===== config.mk =====
export PLATFORM = sky130hd
export DESIGN_NAME = receptor_display
export DESIGN_NICKNAME = d
export VERILOG_FILES = /design/src/rtl/receptor_display.sv
export SDC_FILE = /design/constraint.sdc
export NUM_CORES = 1
export LEC_CHECK = 0
export CAP_MARGIN = 20
export CORE_UTILIZATION = 56
export CTS_CLUSTER_SIZE = 14
export DETAILED_ROUTE_END_ITERATION = 8
export GPL_ROUTABILITY_DRIVEN = 0
export PLACE_DENSITY = 0.89
export SLEW_MARGIN = 40
export SYNTH_ARGS = -nofsm -noshare
export SYNTH_HDL_FRONTEND = slang
export SYNTH_SLANG_ARGS = --single-unit

===== constraint.sdc =====
create_clock -name clk -period 2.3 [get_ports clk]
set_input_delay 0.575 -clock clk [delete_from_list [all_inputs] [get_ports clk]]
set_output_delay 0.575 -clock clk [all_outputs]
set_load 0.05 [all_outputs]

===== src/rtl/receptor_display.sv =====
// receptor_display
//   Device end of the 4-wire display link. Rebuilds command/data bytes from
//   io_sclk/io_sdin/io_cs/io_dc, tracks the column/page write window and
//   drives a 1024-byte framebuffer write port.
// Ports:
//   clk, rst_n             system clock (>= 4x io_sclk), async active-low reset
//   io_sclk, io_sdin       SPI mode 0 clock and MSB-first data
//   io_cs, io_dc           chip select (active low), 0=command / 1=data
//   io_reset               display reset, active low (synchronous effect)
//   wr_en/wr_addr/wr_data  framebuffer write strobe, {page,col}, byte
//   cmd_valid/cmd_byte     strobe and value for every command-channel byte
//   display_on             set by 0xAF, cleared by 0xAE
//   frame_done             pulses with the write to the last window cell
module receptor_display #(
  parameter int unsigned SYNC_STAGES = 2
) (
  input  logic       clk,
  input  logic       rst_n,
  input  logic       io_sclk,
  input  logic       io_sdin,
  input  logic       io_cs,
  input  logic       io_dc,
  input  logic       io_reset,
  output logic       wr_en,
  output logic [9:0] wr_addr,
  output logic [7:0] wr_data,
  output logic       cmd_valid,
  output logic [7:0] cmd_byte,
  output logic       display_on,
  output logic       frame_done
);

  typedef enum logic [2:0] {IDLE, COL_S, COL_E, PAGE_S, PAGE_E} state_t;

  logic [SYNC_STAGES-1:0] sclk_sync, sdin_sync, cs_sync, dc_sync, rst_sync;
  logic sclk_s, sdin_s, cs_s, dc_s, soft_rst, sclk_prev, rise;

  logic [2:0] bit_cnt;
  logic [6:0] shift;
  logic [7:0] nxt;
  logic       byte_done, byte_dc;
  logic [7:0] byte_val;

  state_t     state_q, state_d;
  logic       ld_cs, ld_ce, ld_ps, ld_pe, disp_set, disp_clr;
  logic [6:0] col, col_start, col_end, pend_col;
  logic [2:0] page, page_start, page_end, pend_page;
  logic       at_col_end, at_page_end;

  always_ff @(posedge clk or negedge rst_n) begin
    if (!rst_n) begin
      sclk_sync <= '0;
      sdin_sync <= '0;
      cs_sync   <= '1;
      dc_sync   <= '0;
      rst_sync  <= '0;
    end else begin
      sclk_sync <= {sclk_sync[SYNC_STAGES-2:0], io_sclk};
      sdin_sync <= {sdin_sync[SYNC_STAGES-2:0], io_sdin};
      cs_sync   <= {cs_sync[SYNC_STAGES-2:0], io_cs};
      dc_sync   <= {dc_sync[SYNC_STAGES-2:0], io_dc};
      rst_sync  <= {rst_sync[SYNC_STAGES-2:0], io_reset};
    end
  end

  assign sclk_s   = sclk_sync[SYNC_STAGES-1];
  assign sdin_s   = sdin_sync[SYNC_STAGES-1];
  assign cs_s     = cs_sync[SYNC_STAGES-1];
  assign dc_s     = dc_sync[SYNC_STAGES-1];
  assign soft_rst = ~rst_sync[SYNC_STAGES-1];
  assign rise     = sclk_s & ~sclk_prev;
  assign nxt      = {shift, sdin_s};

  // Byte assembly: byte_done is a one-cycle pulse carrying the byte and its dc.
  always_ff @(posedge clk or negedge rst_n) begin
    if (!rst_n) begin
      sclk_prev <= 1'b0;
      bit_cnt   <= '0;
      shift     <= '0;
      byte_done <= 1'b0;
      byte_val  <= '0;
      byte_dc   <= 1'b0;
    end else if (soft_rst) begin
      sclk_prev <= sclk_s;
      bit_cnt   <= '0;
      shift     <= '0;
      byte_done <= 1'b0;
      byte_val  <= '0;
      byte_dc   <= 1'b0;
    end else begin
      sclk_prev <= sclk_s;
      byte_done <= 1'b0;
      if (cs_s) begin
        bit_cnt <= '0;
      end else if (rise) begin
        shift   <= nxt[6:0];
        bit_cnt <= bit_cnt + 3'd1;
        if (bit_cnt == 3'd7) begin
          byte_done <= 1'b1;
          byte_val  <= nxt;
          byte_dc   <= dc_s;
        end
      end
    end
  end

  always_ff @(posedge clk or negedge rst_n) begin
    if (!rst_n)        state_q <= IDLE;
    else if (soft_rst) state_q <= IDLE;
    else               state_q <= state_d;
  end

  always_comb begin
    state_d  = state_q;
    ld_cs    = 1'b0;
    ld_ce    = 1'b0;
    ld_ps    = 1'b0;
    ld_pe    = 1'b0;
    disp_set = 1'b0;
    disp_clr = 1'b0;
    if (byte_done) begin
      if (byte_dc) begin
        state_d = IDLE;
      end else begin
        case (state_q)
          IDLE: begin
            if (byte_val == 8'h21)      state_d = COL_S;
            else if (byte_val == 8'h22) state_d = PAGE_S;
            disp_set = (byte_val == 8'hAF);
            disp_clr = (byte_val == 8'hAE);
          end
          COL_S:  begin ld_cs = 1'b1; state_d = COL_E;  end
          COL_E:  begin ld_ce = 1'b1; state_d = IDLE;   end
          PAGE_S: begin ld_ps = 1'b1; state_d = PAGE_E; end
          PAGE_E: begin ld_pe = 1'b1; state_d = IDLE;   end
          default: state_d = IDLE;
        endcase
      end
    end
  end

  assign at_col_end  = (col == col_end);
  assign at_page_end = (page == page_end);

  // Start values are staged in pend_* and committed together with the end
  // value, so an aborted argument sequence leaves the live window untouched.
  always_ff @(posedge clk or negedge rst_n) begin
    if (!rst_n) begin
      wr_en <= 1'b0; wr_addr <= '0; wr_data <= '0; frame_done <= 1'b0;
      cmd_valid <= 1'b0; cmd_byte <= '0; display_on <= 1'b0;
      col <= '0; page <= '0; col_start <= '0; col_end <= '1;
      page_start <= '0; page_end <= '1; pend_col <= '0; pend_page <= '0;
    end else if (soft_rst) begin
      wr_en <= 1'b0; wr_addr <= '0; wr_data <= '0; frame_done <= 1'b0;
      cmd_valid <= 1'b0; cmd_byte <= '0; display_on <= 1'b0;
      col <= '0; page <= '0; col_start <= '0; col_end <= '1;
      page_start <= '0; page_end <= '1; pend_col <= '0; pend_page <= '0;
    end else begin
      wr_en      <= 1'b0;
      cmd_valid  <= 1'b0;
      frame_done <= 1'b0;
      if (byte_done && byte_dc) begin
        wr_en      <= 1'b1;
        wr_addr    <= {page, col};
        wr_data    <= byte_val;
        frame_done <= at_col_end && at_page_end;
        if (at_col_end) begin
          col  <= col_start;
          page <= at_page_end ? page_start : page + 3'd1;
        end else begin
          col <= col + 7'd1;
        end
      end
      if (byte_done && !byte_dc) begin
        cmd_valid <= 1'b1;
        cmd_byte  <= byte_val;
      end
      if (disp_set) display_on <= 1'b1;
      if (disp_clr) display_on <= 1'b0;
      if (ld_cs) pend_col <= byte_val[6:0];
      if (ld_ce) begin
        col_start <= pend_col;
        col_end   <= byte_val[6:0];
        col       <= pend_col;
      end
      if (ld_ps) pend_page <= byte_val[2:0];
      if (ld_pe) begin
        page_start <= pend_page;
        page_end   <= byte_val[2:0];
        page       <= pend_page;
      end
    end
  end

endmodule


# After elaboration in Yosys (flattened, before gate mapping)
# Cells that the tools add are included.
# word_totals
wordCells,146
register_bits,104
# op_classes
n_addsub,3
mux,78
n_eq_ne,27
reduce_logical,9
n_bitwise,2
# op_table
cell,count
7-bit two-way mux,13
8-bit two-way mux,8
3-bit two-way mux,19
1-bit two-way mux,35
10-bit two-way mux,2
"2-bit by 1-bit != test with 1-bit output, second input constant",9
"8-bit by 6-bit equality test with 1-bit output, second input constant",2
"8-bit equality test, second input constant",2
"3-bit by 1-bit != test with 1-bit output, second input constant",4
3-bit one-hot mux with 3 select lines,1
"7-bit by 1-bit adder with 7-bit output, second input constant",1
7-bit equality test,1
"3-bit by 1-bit adder with 3-bit output, second input constant",2
"3-bit by 2-bit equality test with 1-bit output, second input constant",2
"3-bit equality test, second input constant",2
2-bit AND reduction,3
"5-bit != test, second input constant",1
"3-bit by 1-bit equality test with 1-bit output, second input constant",1
3-bit equality test,1
1-bit logical AND,3
3-bit logical NOT,1
"3-bit by 2-bit != test with 1-bit output, second input constant",1
3-bit AND reduction,1
"2-bit != test, second input constant",1
3 further kinds,3

# Depth between registers and ports, before layout
# logic_depth
depth_word,7
depth_mapped,7
mapped_depth_nobuf,5

# Worst setup path after synthesis
# No wires, ideal clock.
# synth_timing
kind,register to register
from,register byte_val[6]
to,register state_q[1]
arrival_ps,1812
setup_time_ps,125
required_ps,2175
slack_ps,363
stages_incl_launch_ff,6
synth_period_minus_slack_ps,1937
path_cell_list,dfrtp_1 or3b_1 or4_4 o21a_1 nor2_4 mux2_4
# synth_via
elab_chain_len,6
elab_cells_between_ends,9
classes_between,eq/ne (3); mux (5); reduce/logical (1)
# synth_lines
item,line,rtl
"start, declared",42,logic [7:0] byte_val;
"start signal, assigned",100,byte_val <= nxt;
8-bit by 6-bit equality test with 1-bit output,127,if (byte_val == 8'h21) state_d = COL_S;
3-bit two-way mux,127,
3-bit one-hot mux with 3 select lines,125,case (state_q)
3-bit two-way mux,122,if (byte_dc) begin
3-bit two-way mux,121,if (byte_done) begin
3-bit two-way mux,109,else if (soft_rst) state_q <= IDLE;
"end signal, assigned",110,else state_q <= state_d;
"end, declared",44,"state_t state_q, state_d;"
# Parallel ways exist; a longest one is shown, timed or not. The select of a mux whose other input is x is not followed.
# A chain may end at the register's enable or synchronous reset.

# Worst setup path after layout
# layout_timing
from,register wr_addr[0]
to,output port wr_addr[0]
# layout_rtl
item,line,rtl
"start, declared",25,"output logic [9:0] wr_addr,"
"start signal, assigned",164,"wr_addr <= {page, col};"
# No word-level cell between the ends.

==> key figures <==
Drt
  – Post-route ant nets: 0
  – Routed via count: 3487
  – Vias per Instance: 5.83
  – DR DRC count: 0
  – Drt first pass iters: 5
  – Wire per inst: 16.1 um
  – Drt first-iter violations: 193
  – Post-Route WL: 9.62 mm

Setup path
  – R2r setup slk: 260 ps
  – Critical path class: flop to primary output
  – CP delay by family, top: buffers and inverters
  – R2r endpoint: state_q[1]
  – Crit Path Max Fanout: 2
  – R2R cell count: 5
  – Critical Path RT: 1730 ps
  – Worst path depth: 1
  – Worst reg2reg startpoint: byte_val[6]
  – CP peak stage delay: 820 ps
  – Critical path endpoint category: primary output
  – Crit path DAT: 1580 ps
  – Startpoint types: flop
  – Worst path bufs/invs: 1
  – CP max-delay cell: clkdlybuf4s50_1
  – CP Cell Sequence: clkdlybuf4s50_1

Timing
  – Final Setup Violations: 0
  – TNS Setup: 0 ps
  – Worst Skew: 14.4 ps
  – Fin crit period: 2150 ps
  – Fin worst setup slack: 148 ps
  – Worst-Margin Slew: 719 ps
  – Slew HR: 52.1%
  – Hold slack: 67.8 ps
  – Slew Limit Fails: 0
  – Final Hold Vio Count: 0
  – Unrepaired setup endpoints after global routing: no
  – Peak Freq: 465 MHz
  – Final period util: 93.5%

Global routing
  – GRT overflow: 0
  – Initial antenna violation count: 0
  – Total GRT Usage: 24.3%
  – Vias in the first global route: 3346
  – First-pass GRT wire length: 16.2 mm
  – Largest net degree at the start of global routing: 87

Synthesis
  – Mapped cell area: 0.00467 mm2
  – Simple-gate share of the synthesized area: 18.5%
  – Synthesis warning total: 0
  – Avg Synthesized Cell Area: 10.2 um2
  – Yosys reg bits: 104
  – Post-synth EDFFs: 0
  – Most common flop cell mapped by yosys: dfrtp_1
  – Area contributors post-synth: dfrtp_1, nand2_1, a21boi_0
  – Async SR Flop Fraction: 100%
  – Largest family of logic cells by synthesized area: simple AND/OR/NAND/NOR gates
  – Post-synthesis xor/xnor area fraction: 3.38%
  – Mux cell area share after synthesis: 2.49%
  – Cells after Synth: 458
  – Post-synth net total: 469
  – Post-synth top area cell: dfrtp_1
  – Post-synth top area share: 49.3%
  – Yosys cell types: 51
  – Compound-Gate Fraction of Synth Area: 15.2%
  – Register area share after synthesis: 56.1%
  – Adder-cell area share of the yosys netlist: 1.07%

Die
  – Boundary pin count: 37
  – Die width: 93.3 um
  – Site Rows: 32
  – Starting density of the core: 59.2%
  – Core area: 0.00789 mm2
  – Die height: 93.3 um
  – Die ar.: 0.00870 mm2

CTS
  – Sinks on Clock Net: 104
  – Post-cts resize count: 0
  – Clock Tree Buf Depth: 2
  – Clk_lat worst skew: 380 ps
  – H-tree levels: 3
  – Worst-path clk slew: 100 ps
  – Clock root cell: clkbuf_8
  – CTS Hold Bufs: 0
  – TritonCTS clock tree: done
  – Cts bufs inserted: 9
  – Setup Fix Bufs, Post-CTS: 0

Finish
  – Synth-to-Final Area Change: 14.5%
  – Most frequent cells in the layout: nand2_1, dfrtp_1, a21boi_0
  – Non-filler cells, final: 598
  – Fraction of layout cells with a size suffix above 1: 10.9%
  – ANT cells: 0
  – Commonest non-fill, non-tap cell in the layout: nand2_1
  – Nets: 502

Place
  – Port Buf Inserts: 36
  – DP HPWL: 6.65 mm
  – Dpl cells: 582
  – Pre-CTS setup slack: 273 ps

Power and ir drop
  – Total design power: 3.19 mW
  – Leak: 2.24 nW
  – Peak VDD IR: 0.465 mV
  – Pwr/cell area: 597 mW/mm2

Worst hold path
  – Worst hold path type: input port to async pin

Run
  – Max-Cap Viols: 0

Outcome
  – Outcome: finished clean
worst register-to-register path, delay by kind of cell (launching register included):
family | cells | cell delay (ps)
AOI/OAI and AO/OA | 1 | 230
muxes | 1 | 300
DFF | 1 | 450
and+or+nand+nor | 3 | 950
worst max-delay path by stage:
stage	startpoint	slack, ps	endpoint
4_1_cts	cmd_byte[7]	130	cmd_byte[7]
3_5_place_dp	byte_val[6]	270	state_q[1]
5_1_grt	wr_addr[0]	100	wr_addr[0]
2_1_floorplan	byte_val[6]	360	state_q[1]
3_3_place_gp	byte_val[6]	330	state_q[1]
6_report	wr_addr[0]	150	wr_addr[0]
cell families (layout without fill, tap and decap cells):
logic type                 count (synthesis)  after routing
xor gates and xnor gates                  18             18
muxes                                     11             11
AOI/OAI and AO/OA                         98             98
DFF                                      104            104
adders and majority gates                  4              4
and+or+nand+nor                          190            190
buffers and inverters                     33             71
registers in the layout, summed over array words and instances, names as in the netlist, 3 cells and up:
name	count
bit_cnt	3
byte_val	8
cmd_byte	8
col	7
col_end	7
col_start	7
page	3
page_end	3
page_start	3
pend_col	7
pend_page	3
shift	7
state_q	3
wr_addr	10
wr_data	8
synth_stat cells (3+ instances only):
master    number
nand2_1      128
dfrtp_1       92
a21boi_0      54
clkbuf_1      21
nand3_1       20
o21ai_0       15
dfstp_2       12
xnor2_1       12
mux2i_1        9
nor2_1         9
a22o_1         6
xor2_1         6
inv_1          5
nand2b_1       5
a21oi_1        4
buf_6          4
ha_1           4
nor2b_1        3
nor3_1         3
o221ai_1       3
or4_1          3
per-layer routing:
metal	wire length [um]	global-route usage (%)	vias to the layer above	part of all wire (%)
li1	-	-	1623	-
met1	4160	32.3	1737	43
met2	4740	39.8	104	49
met3	523	5.69	23	5.4
met4	186	7.56	0	1.9
met5	0	0	-	0
where the power goes:
group	leakage, nW	switching, mW	internal, mW
combinational	0.753	0.0910	0.0567
sequential	1.39	0.0312	1.85
clock	0.104	0.615	0.543
total	2.24	0.737	2.45
final cells by class:
cell class,count,area [um2]
inverter,5,18.8
sequential,104,2620
clock inverter,5,65.1
fill,571,2550
tap,102,128
multi-input combinational,321,1890
clock buffer,11,141
timing repair buffer,50,475
stage by stage:
stage               cell area, um2  utilization (%)
global route                  5340             67.7
global placement              5130             65.1
CTS                           5340             67.7
finish                        5340             67.7
detailed placement            5130             65.1
floorplan                     4670                -
Power figures use the tool's default switching activity.
